`config.mk`:
```
export PLATFORM = sky130hd
export DESIGN_NAME = icache_refill_ctrl
export DESIGN_NICKNAME = d
export VERILOG_FILES = /design/src/rtl/icache_refill_ctrl.sv
export SDC_FILE = /design/constraint.sdc
export NUM_CORES = 1
export LEC_CHECK = 0
export CORE_UTILIZATION = 38
export DETAILED_ROUTE_END_ITERATION = 7
export GPL_ROUTABILITY_DRIVEN = 0
export HOLD_SLACK_MARGIN = 0.02
export PLACE_DENSITY = 0.95
export SETUP_SLACK_MARGIN = 0.1
export SYNTH_ARGS = -nofsm -noshare
export SYNTH_HDL_FRONTEND = slang
export SYNTH_SLANG_ARGS = --single-unit
```
`constraint.sdc`:
```
create_clock -name clk -period 3.2 [get_ports clk]
set_input_delay 0.64 -clock clk [delete_from_list [all_inputs] [get_ports clk]]
set_output_delay 0.64 -clock clk [all_outputs]
set_load 0.005 [all_outputs]
```
`src/rtl/icache_refill_ctrl.sv`:
```
// rtl/icache_refill_ctrl.sv - fetch-stage I-cache miss controller and block refill sequencer
module icache_refill_ctrl #(
  parameter int BLOCK_WORDS = 4,
  parameter int OFFSET_BITS = 4
) (
  input  logic                           clk,
  input  logic                           rst_n,
  input  logic [31:0]                    pc,
  input  logic                           cache_hit,
  output logic                           pc_write,
  output logic                           if_id_hit,
  output logic                           mem_req,
  output logic [31:0]                    mem_addr,
  input  logic                           mem_ack,
  input  logic                           mem_rvalid,
  input  logic [31:0]                    mem_rdata,
  output logic                           refill_we,
  output logic [$clog2(BLOCK_WORDS)-1:0] refill_word,
  output logic [31:0]                    refill_data,
  output logic                           refill_tag_we,
  output logic [31:0]                    refill_addr,
  output logic                           busy,
  output logic [15:0]                    miss_count
);

  localparam int WORD_BITS = $clog2(BLOCK_WORDS);
  localparam logic [WORD_BITS-1:0] LAST_BEAT = WORD_BITS'(BLOCK_WORDS - 1);

  typedef enum logic [1:0] {
    S_IDLE = 2'd0,
    S_REQ  = 2'd1,
    S_FILL = 2'd2,
    S_TAG  = 2'd3
  } state_t;

  state_t                r_state;
  state_t                w_next;
  logic [WORD_BITS-1:0]  r_beat;
  logic [31:0]           r_refill_addr;
  logic [15:0]           r_miss_count;
  logic [31:0]           w_block_addr;
  logic                  w_unused_pc_offset;

  // Block-aligned address of the current fetch; the offset bits only select a word inside the block.
  assign w_block_addr       = {pc[31:OFFSET_BITS], {OFFSET_BITS{1'b0}}};
  assign w_unused_pc_offset = ^pc[OFFSET_BITS-1:0];

  assign refill_addr = r_refill_addr;
  assign miss_count  = r_miss_count;
  assign busy        = (r_state != S_IDLE);

  // State register, beat counter, latched miss address and saturating miss counter.
  always_ff @(posedge clk or negedge rst_n) begin
    if (!rst_n) begin
      r_state       <= S_IDLE;
      r_beat        <= '0;
      r_refill_addr <= '0;
      r_miss_count  <= '0;
    end else begin
      r_state <= w_next;
      case (r_state)
        S_IDLE: begin
          if (!cache_hit) begin
            r_refill_addr <= w_block_addr;
            if (r_miss_count != 16'hFFFF) begin
              r_miss_count <= r_miss_count + 16'd1;
            end
          end
        end
        S_REQ: begin
          if (mem_ack) begin
            r_beat <= '0;
          end
        end
        S_FILL: begin
          if (mem_rvalid) begin
            r_beat <= r_beat + 1'b1;
          end
        end
        default: begin
        end
      endcase
    end
  end

  // Next-state and per-state outputs; fetch follows the hit only while idle.
  always_comb begin
    w_next        = r_state;
    pc_write      = 1'b0;
    if_id_hit     = 1'b0;
    mem_req       = 1'b0;
    mem_addr      = '0;
    refill_we     = 1'b0;
    refill_word   = '0;
    refill_data   = '0;
    refill_tag_we = 1'b0;
    case (r_state)
      S_IDLE: begin
        pc_write  = cache_hit;
        if_id_hit = cache_hit;
        if (!cache_hit) begin
          w_next = S_REQ;
        end
      end
      S_REQ: begin
        // A beat arriving together with the ack is dropped: data may only follow the ack.
        mem_req  = 1'b1;
        mem_addr = r_refill_addr;
        if (mem_ack) begin
          w_next = S_FILL;
        end
      end
      S_FILL: begin
        if (mem_rvalid) begin
          refill_we   = 1'b1;
          refill_word = r_beat;
          refill_data = mem_rdata;
          if (r_beat == LAST_BEAT) begin
            w_next = S_TAG;
          end
        end
      end
      S_TAG: begin
        refill_tag_we = 1'b1;
        w_next        = S_IDLE;
      end
      default: begin
        w_next = S_IDLE;
      end
    endcase
  end

endmodule

```
* Yosys cells after proc, flatten, opt, wreduce, memory -nomap -nowiden
Index checks and enable logic that the tools add are counted.
** Cells by class
- $add $sub $neg :: 2
- Mux-type cells :: 18
- Eq/ne operators :: 9
- Bitwise operators :: 1
- Reductions and logical operators :: 7
** Operators with widths (number)
- 32-bit 2-to-1 mux :: 3
- 16-bit by 1-bit adder with 16-bit output (second input constant) :: 1
- 2-bit 2-to-1 mux :: 8
- 16-bit != test (second input constant) :: 1
- 2-bit != test (second input constant) :: 4
- 2-bit case mux with 4 select lines :: 1
- 2-bit equality test (second input constant) :: 3
- 3-bit AND reduction :: 2
- 1-bit 2-to-1 mux :: 5
- 2-bit case mux with 2 select lines :: 1
- 4-bit AND reduction :: 1
- 2-bit nonzero test :: 2
- 2-bit by 1-bit adder with 2-bit output (second input constant) :: 1
- 2-bit by 1-bit equality test with 1-bit output (second input constant) :: 1
- 2-bit logical NOT :: 1
- 2-bit AND reduction :: 1
- 1-bit NOT :: 1
** Word-level totals
- Register bits after elaboration :: 48
- Output and inout bits :: 120

* Logic depth before layout (Yosys ltp)
Gate-level depths: netlist (run 1).
- Depth after elaboration :: 4
- Mapped depth :: 8
- Depth with buffers taken out :: 6

* Worst setup path before layout (run 1)
Ideal clock, no wire load.
- Kind :: input to output
- Start :: input port mem_rvalid
- End :: output port refill_data[10]
- Stages on the path :: 3
- Slack :: 1.312 ns
- Arrival :: 1.248 ns
- Cell sequence :: clkbuf_1 -> clkbuf_1 -> and3_1
** Between the ends
- Cells in the longest elaborated chain, start to end :: 2
** RTL lines
- start, declared :: line 15 : input logic mem_rvalid,
- 32-bit 2-to-1 mux :: line 114 : if (mem_rvalid) begin
- 32-bit 2-to-1 mux :: line 97 : case (r_state)
- end, declared :: line 19 : output logic [31:0] refill_data,
Every way passes these cells.

* Worst setup path in the final report (run 1)
- Start :: input port mem_rvalid
- End :: output port refill_we
** Between the ends
- Cells in the longest elaborated chain, start to end :: 2
** RTL lines
- 1-bit 2-to-1 mux :: line 114
- 1-bit 2-to-1 mux :: line 97
- end, declared :: line 17 : output logic refill_we,
Every way passes these cells.

==> flow_summary.yaml, run 1 <==
global_route:
  grt_overflow: 0
  grt_start_max_net_pins: 49
  grt_pass1_vias: 2691
  grt_usage_pct: 22.8
  grt_pass1_wl_um: 13200
  grt_antenna_before_repair: 0
sta:
  slew_violations: 0
  hold_viol: 0
  fin_skew_ns: 0.00316
  fin_crit_ns: 2.77
  relSlewSlack_pct: 30.2
  fmax_ghz: 0.361
  finalSetupViolCount: 0
  post-route-period-util_pct: 86.5
  grt_setup_unrepaired: "false"
  timing.setup.tns_ns: 0
  tightestPinTransition_ns: 1.05
setup_path:
  crit_type: "input port to output pin"
  critical_path.max_fanout: 39
  cp-start-kind: "input port"
  path_cells: "clkdlybuf4s50_1 > buf_4 > and2_1 > clkdlybuf4s50_1"
  cp.arrival_ns: 2.13
  end_kind: "output pin"
  cpLargestDelayFamily: "buffers and inverters"
  required_ns: 2.56
  slowest_stage: "clkdlybuf4s50_1"
  critPathMostFrequentCell: "clkdlybuf4s50_1"
  critical_path_buf_inv_count: 3
  slowest_delay_ns: 0.53
floorplan:
  die_w_um: 85.8
  dieArea_um2: 7370
  core.rowCount: 30
  die_h_um: 85.8
  start_util_pct: 39.3
  core_area_um2: 6790
  ios: 189
synthesis:
  synth.avg_cell_area_um2: 8.76
  yosys_warnings: 0
  yosysTopAreaCellShare_pct: 45.0
  synth_area_leaders: "dfrtp_1, nand2_1, and3_1, and2_1, xor2_1"
  ys_async_sr_fraction_pct: 100
  yosysSeqAreaShare_pct: 45.0
  synth_top_area_cell: "dfrtp_1"
  synth_edf_count: 0
  synth_cells: 305
  synth_seq_cells: 48
  ys.flop_type: "dfrtp_1"
  synthDistinctLibCells: 40
  synth_area_um2: 2670
cells_and_area:
  drive_gt1_share_pct: 4.68
  n_antenna_cell: 0
  syn_to_final_growth_pct: 71.4
  fin_nets: 545
  final_util_pct: 67.4
  stdcell_count: 566
drt:
  wirelength_um: 8260
  drt_first_pass_iters: 4
  num_vias: 2690
  viasPerCell: 4.75
  drt_iter0_markers: 88
  drc_errors: 0
  wire_per_inst_um: 14.6
  ant_nets: 0
placement:
  dp.cells: 559
  dp_hpwl_um: 6380
  numPortBuffers: 176
clock_network:
  clk_pin_slew_ns: 0.08
  insertion_delay_ns: 0.29
  hold_buffers: 0
  post_cts_buffers: 0
  cts_root_buf: "clkbuf_8"
  cts_buffer_depth: 2
  htree_levels: 2
  cts.sinks: 48
  cts_tree: "done"
  cts_made_buffers: 5
power:
  power.density_nw_per_um2: 696
  peakVddDrop_mv: 0.337
  leakagePower_nw: 2.17
run:
  maxCapViolCount: 0
run_status:
  outcome: "finished clean"
min_path:
  worstHoldPathType: "register to register"
==> state kept, by name, summed over array words and instances, names as in the netlist <==
name and count:
r_beat 2, miss_count 16, r_state 2, refill_addr 28
==> report_power, final <==
group / switching, mW / total, mW / internal, mW
combinational: 0.670 / 1.66 / 0.985
clock: 0.195 / 0.502 / 0.307
sequential: 0.199 / 1.03 / 0.832
==> synth_stat cells, drive strengths merged (2+ instances only) <==
master	instances
nand3	5
nand4	3
and3	35
o211ai	2
inv	4
nor4b	3
o21ai	2
nor3	8
nor2	4
buf	15
nand2	92
nor2b	3
and4	2
ha	6
and2	30
dfrtp	48
nor4	2
xor2	14
clkbuf	14
==> cell usage in the layout, fill, tap and decap left out, drive strengths merged <==
cell,n
or2,1
o221ai,1
clkdlybuf4s50,175
nor4,2
a31oi,1
nor2,4
nand2,92
nand4,3
dfrtp,48
clkbuf,5
mux2,1
buf,5
conb,8
and2,30
a211oi,1
xor2,14
bufinv,2
o211ai,2
nor2b,3
o21ai,2
and4,2
o32a,1
nand3,5
nor3b,1
a22oi,1
ha,6
nor3,8
a21oi,1
xnor2,1
nand2b,1
and3,35
inv,4
nor4b,3
nand4b,1
==> what timing repair did <==
action	CTS	global route
hold endpoints to repair	0	0
gates resized for setup	0	1
setup endpoints to repair	0	35
==> per-stage QoR <==
| step | hold slack (ns) | worst slack (ns) | instance area, um^2 | power, mW |
|---|---|---|---|---|
| 2_1_floorplan | 0.344 | 1.31 | 2700 | 1.68 |
| 3_3_place_gp | 0.480 | 0.472 | 4450 | 2.61 |
| 3_5_place_dp | 0.490 | 0.447 | 4450 | 2.71 |
| 4_1_cts | 0.511 | 0.128 | 4580 | 3.23 |
| 5_1_grt | 0.529 | 0.303 | 4580 | 3.43 |
| 6_report | 0.507 | 0.431 | 4580 | 3.19 |
==> area by class of cell <==
type,count,area [um^2]
timing repair buffer,180,1790
fill,567,2210
tap,96,120
clock inverter,2,60.1
sequential,48,1200
inverter,4,15.0
multi-input combinational,231,1330
clock buffer,5,68.8
==> worst reg2reg max path, delay by kind of cell (launching register included) <==
kind | cells | cell delay, ns
simple gates | 3 | 0.94
flops | 1 | 0.42
fa+ha+maj | 1 | 0.21
mux | 1 | 0.30
==> layer usage <==
layer	vias up	routed length, um	GRT usage [%]
met4	0	119	6.21
li1	1305	-	-
met1	1267	3150	25.5
met5	-	0	0
met3	15	503	4.72
met2	103	4480	43.5
==> worst paths after layout <==
kind,to,slack (ns),cells after the start,startpoint
hold reg to reg,refill_addr[15],0.51,2,refill_addr[15]
max in group asynchronous,refill_addr[25],2.03,1,rst_n
min in group asynchronous,refill_addr[20],0.53,1,rst_n
setup reg to reg,miss_count[1],1.22,5,miss_count[0]
setup / recovery,refill_we,0.43,4,mem_rvalid
hold / removal,refill_addr[15],0.51,2,refill_addr[15]
==> cells by family (layout without fill, tap and decap cells) <==
family / Yosys count / in the layout / synth area share [%]
adders and majority gates: 6 / 6 / 2.81
xor gates and xnor gates: 15 / 15 / 4.92
buffers and inverters: 33 / 191 / 6.51
AOI/OAI and AO/OA: 10 / 10 / 2.62
other: 1 / 8 / 0.140
muxes: 1 / 1 / 0.422
DFF: 48 / 48 / 45.0
and+or+nand+nor: 191 / 191 / 37.6
Power figures use the tool's default switching activity.
==> run 2: changes to the inputs <==
Settings changed: CORE_UTILIZATION 38 to 35, PLACE_DENSITY 0.95 to 0.93, RECOVER_POWER set to 100.
Clock period 3.2 ns to 3 ns, I/O delays scaled along.
==> flow_summary.yaml, run 2 (synthesis results as in run 1) <==
setup_path:
  required_ns: 2.40
  cp-start-kind: "input port"
  reg2reg_from: "r_state[0]"
  end_kind: "output pin"
  regToRegSetupSlack_ns: 0.63
  reg2reg_to: "miss_count[13]"
  rr_worst_depth: 7
  cp.arrival_ns: 2.21
  worstSetupStartpoint: "mem_rvalid"
  crit_type: "input port to output pin"
  critical_path.max_fanout: 39
  worstSetupEndpoint: "refill_we"
clock_network:
  insertion_delay_ns: 0.29
  cts_tree: "done"
  post_cts_buffers: 0
  cts_made_buffers: 5
  cts.sinks: 48
  cts_root_buf: "clkbuf_8"
  clk_pin_slew_ns: 0.08
  cts_buffer_depth: 2
  htree_levels: 2
sta:
  fin_skew_ns: 0.00463
  fmax_ghz: 0.356
  tightestPinTransition_ns: 1.30
  post-route-period-util_pct: 93.7
  setup_ws_ns: 0.188
  finalSetupViolCount: 0
  relSlewSlack_pct: 13.3
  timing.setup.tns_ns: 0
  hold_viol: 0
  slew_violations: 0
  grt_setup_unrepaired: "false"
  fin_crit_ns: 2.81
drt:
  wire_per_inst_um: 14.0
  drc_errors: 0
  drt_first_pass_iters: 4
  wirelength_um: 7970
  viasPerCell: 4.67
  ant_nets: 0
  drt_iter0_markers: 69
  num_vias: 2668
global_route:
  grt_overflow: 0
  grt_start_max_net_pins: 49
  grt_usage_pct: 19.2
  use_met1_pct: 21.6
  grt.met2_usage_pct: 37.4
  grtUsageMet3_pct: 4.43
  grt.busiest_layer: "met2"
  grt_pass1_vias: 2411
  grt_pass1_wl_um: 11800
  grt_antenna_before_repair: 0
floorplan:
  die_w_um: 89.4
  core.rowCount: 31
  start_util_pct: 36.4
  core_area_um2: 7330
  dieArea_um2: 7990
  ios: 189
  die_h_um: 89.4
cells_and_area:
  drive_gt1_share_pct: 4.03
  syn_to_final_growth_pct: 69.3
  largest_reg_flops: 28
  n_antenna_cell: 0
  final_cell_mix: "dlygate4sd3_1, nand2_1, clkdlybuf4s50_1, dfrtp_1, and3_1"
  final_common_cell: "dlygate4sd3_1"
  final_util_pct: 61.7
  fillers: 597
  fin_nets: 546
power:
  power.density_nw_per_um2: 681
  peakVddDrop_mv: 0.372
  leakagePower_nw: 2.36
min_path:
  worstHoldPathType: "register to register"
placement:
  numPortBuffers: 176
  dp_hpwl_um: 6000
  post-place-ws_ns: 0.329
run:
  maxCapViolCount: 0
run_status:
  outcome: "finished clean"
## run 2: cell count changes in the layout (fill, tap and decap cells not counted), moves of 2 or more
cell and change:
and2_1 -14, buf_4 -3, clkdlybuf4s50_1 -100, dlygate4sd3_1 +100, and2_0 +14, clkbuf_1 +3, bufinv_16 -2, clkbuf_2 +3
## run 2: per-stage QoR
stage / instance area (um^2) / std cells / hold slack [ns] / total power, mW
after floorplan: 2700 / 312 / 0.304 / 1.79
after global placement: 4460 / 563 / 0.480 / 2.79
after detailed placement: 4460 / 563 / 0.482 / 2.87
after CTS: 4560 / 571 / 0.503 / 3.29
after global routing: 4520 / 571 / 0.524 / 3.35
final: 4520 / 571 / 0.496 / 3.08
## run 2: final cells by class
cell class	instances	area [um^2]	area share, %
inverter	4	15.0	0.332
clock buffer	7	86.3	1.91
timing repair buffer	181	1780	39.4
clock inverter	1	7.51	0.166
tap	99	124	2.74
multi-input combinational	231	1310	28.9
sequential	48	1200	26.6
## run 2: power by group
| part | leakage, nW | total, mW | switching [mW] | internal [mW] |
|---|---|---|---|---|
| clock network | 0.0445 | 0.397 | 0.209 | 0.188 |
| logic | 1.71 | 1.60 | 0.695 | 0.902 |
| registers | 0.612 | 1.08 | 0.198 | 0.887 |
## run 2: timing repair
item,4_1_cts,5_1_grt
hold buffers,0,0
endpoints found under the hold margin,0,0
gates resized for setup,1,0
setup endpoints to repair,35,0
## run 2: worst min-delay path by stage
stage | startpoint | end | slack [ns] | depth (start not counted)
6_report | refill_addr[31] | refill_addr[31] | 0.50 | 2
2_1_floorplan | rst_n | miss_count[0] | 0.30 | 0
3_5_place_dp | refill_addr[31] | refill_addr[31] | 0.48 | 2
3_3_place_gp | refill_addr[8] | refill_addr[8] | 0.48 | 2
5_1_grt | refill_addr[28] | refill_addr[28] | 0.52 | 2
4_1_cts | refill_addr[31] | refill_addr[31] | 0.50 | 2
## run 2: metal layers
metal,share of wire [%],vias up,wire [um]
li1,-,1308,-
met1,40,1249,3160
met2,53,109,4220
met3,7.0,2,559
met4,0.34,0,27
met5,0,-,0
## run 2: critical path: stages
cell	delay (ns)
dlygate4sd3_1	0.53
buf_4	0.28
and2_0	0.21
dlygate4sd3_1	0.59
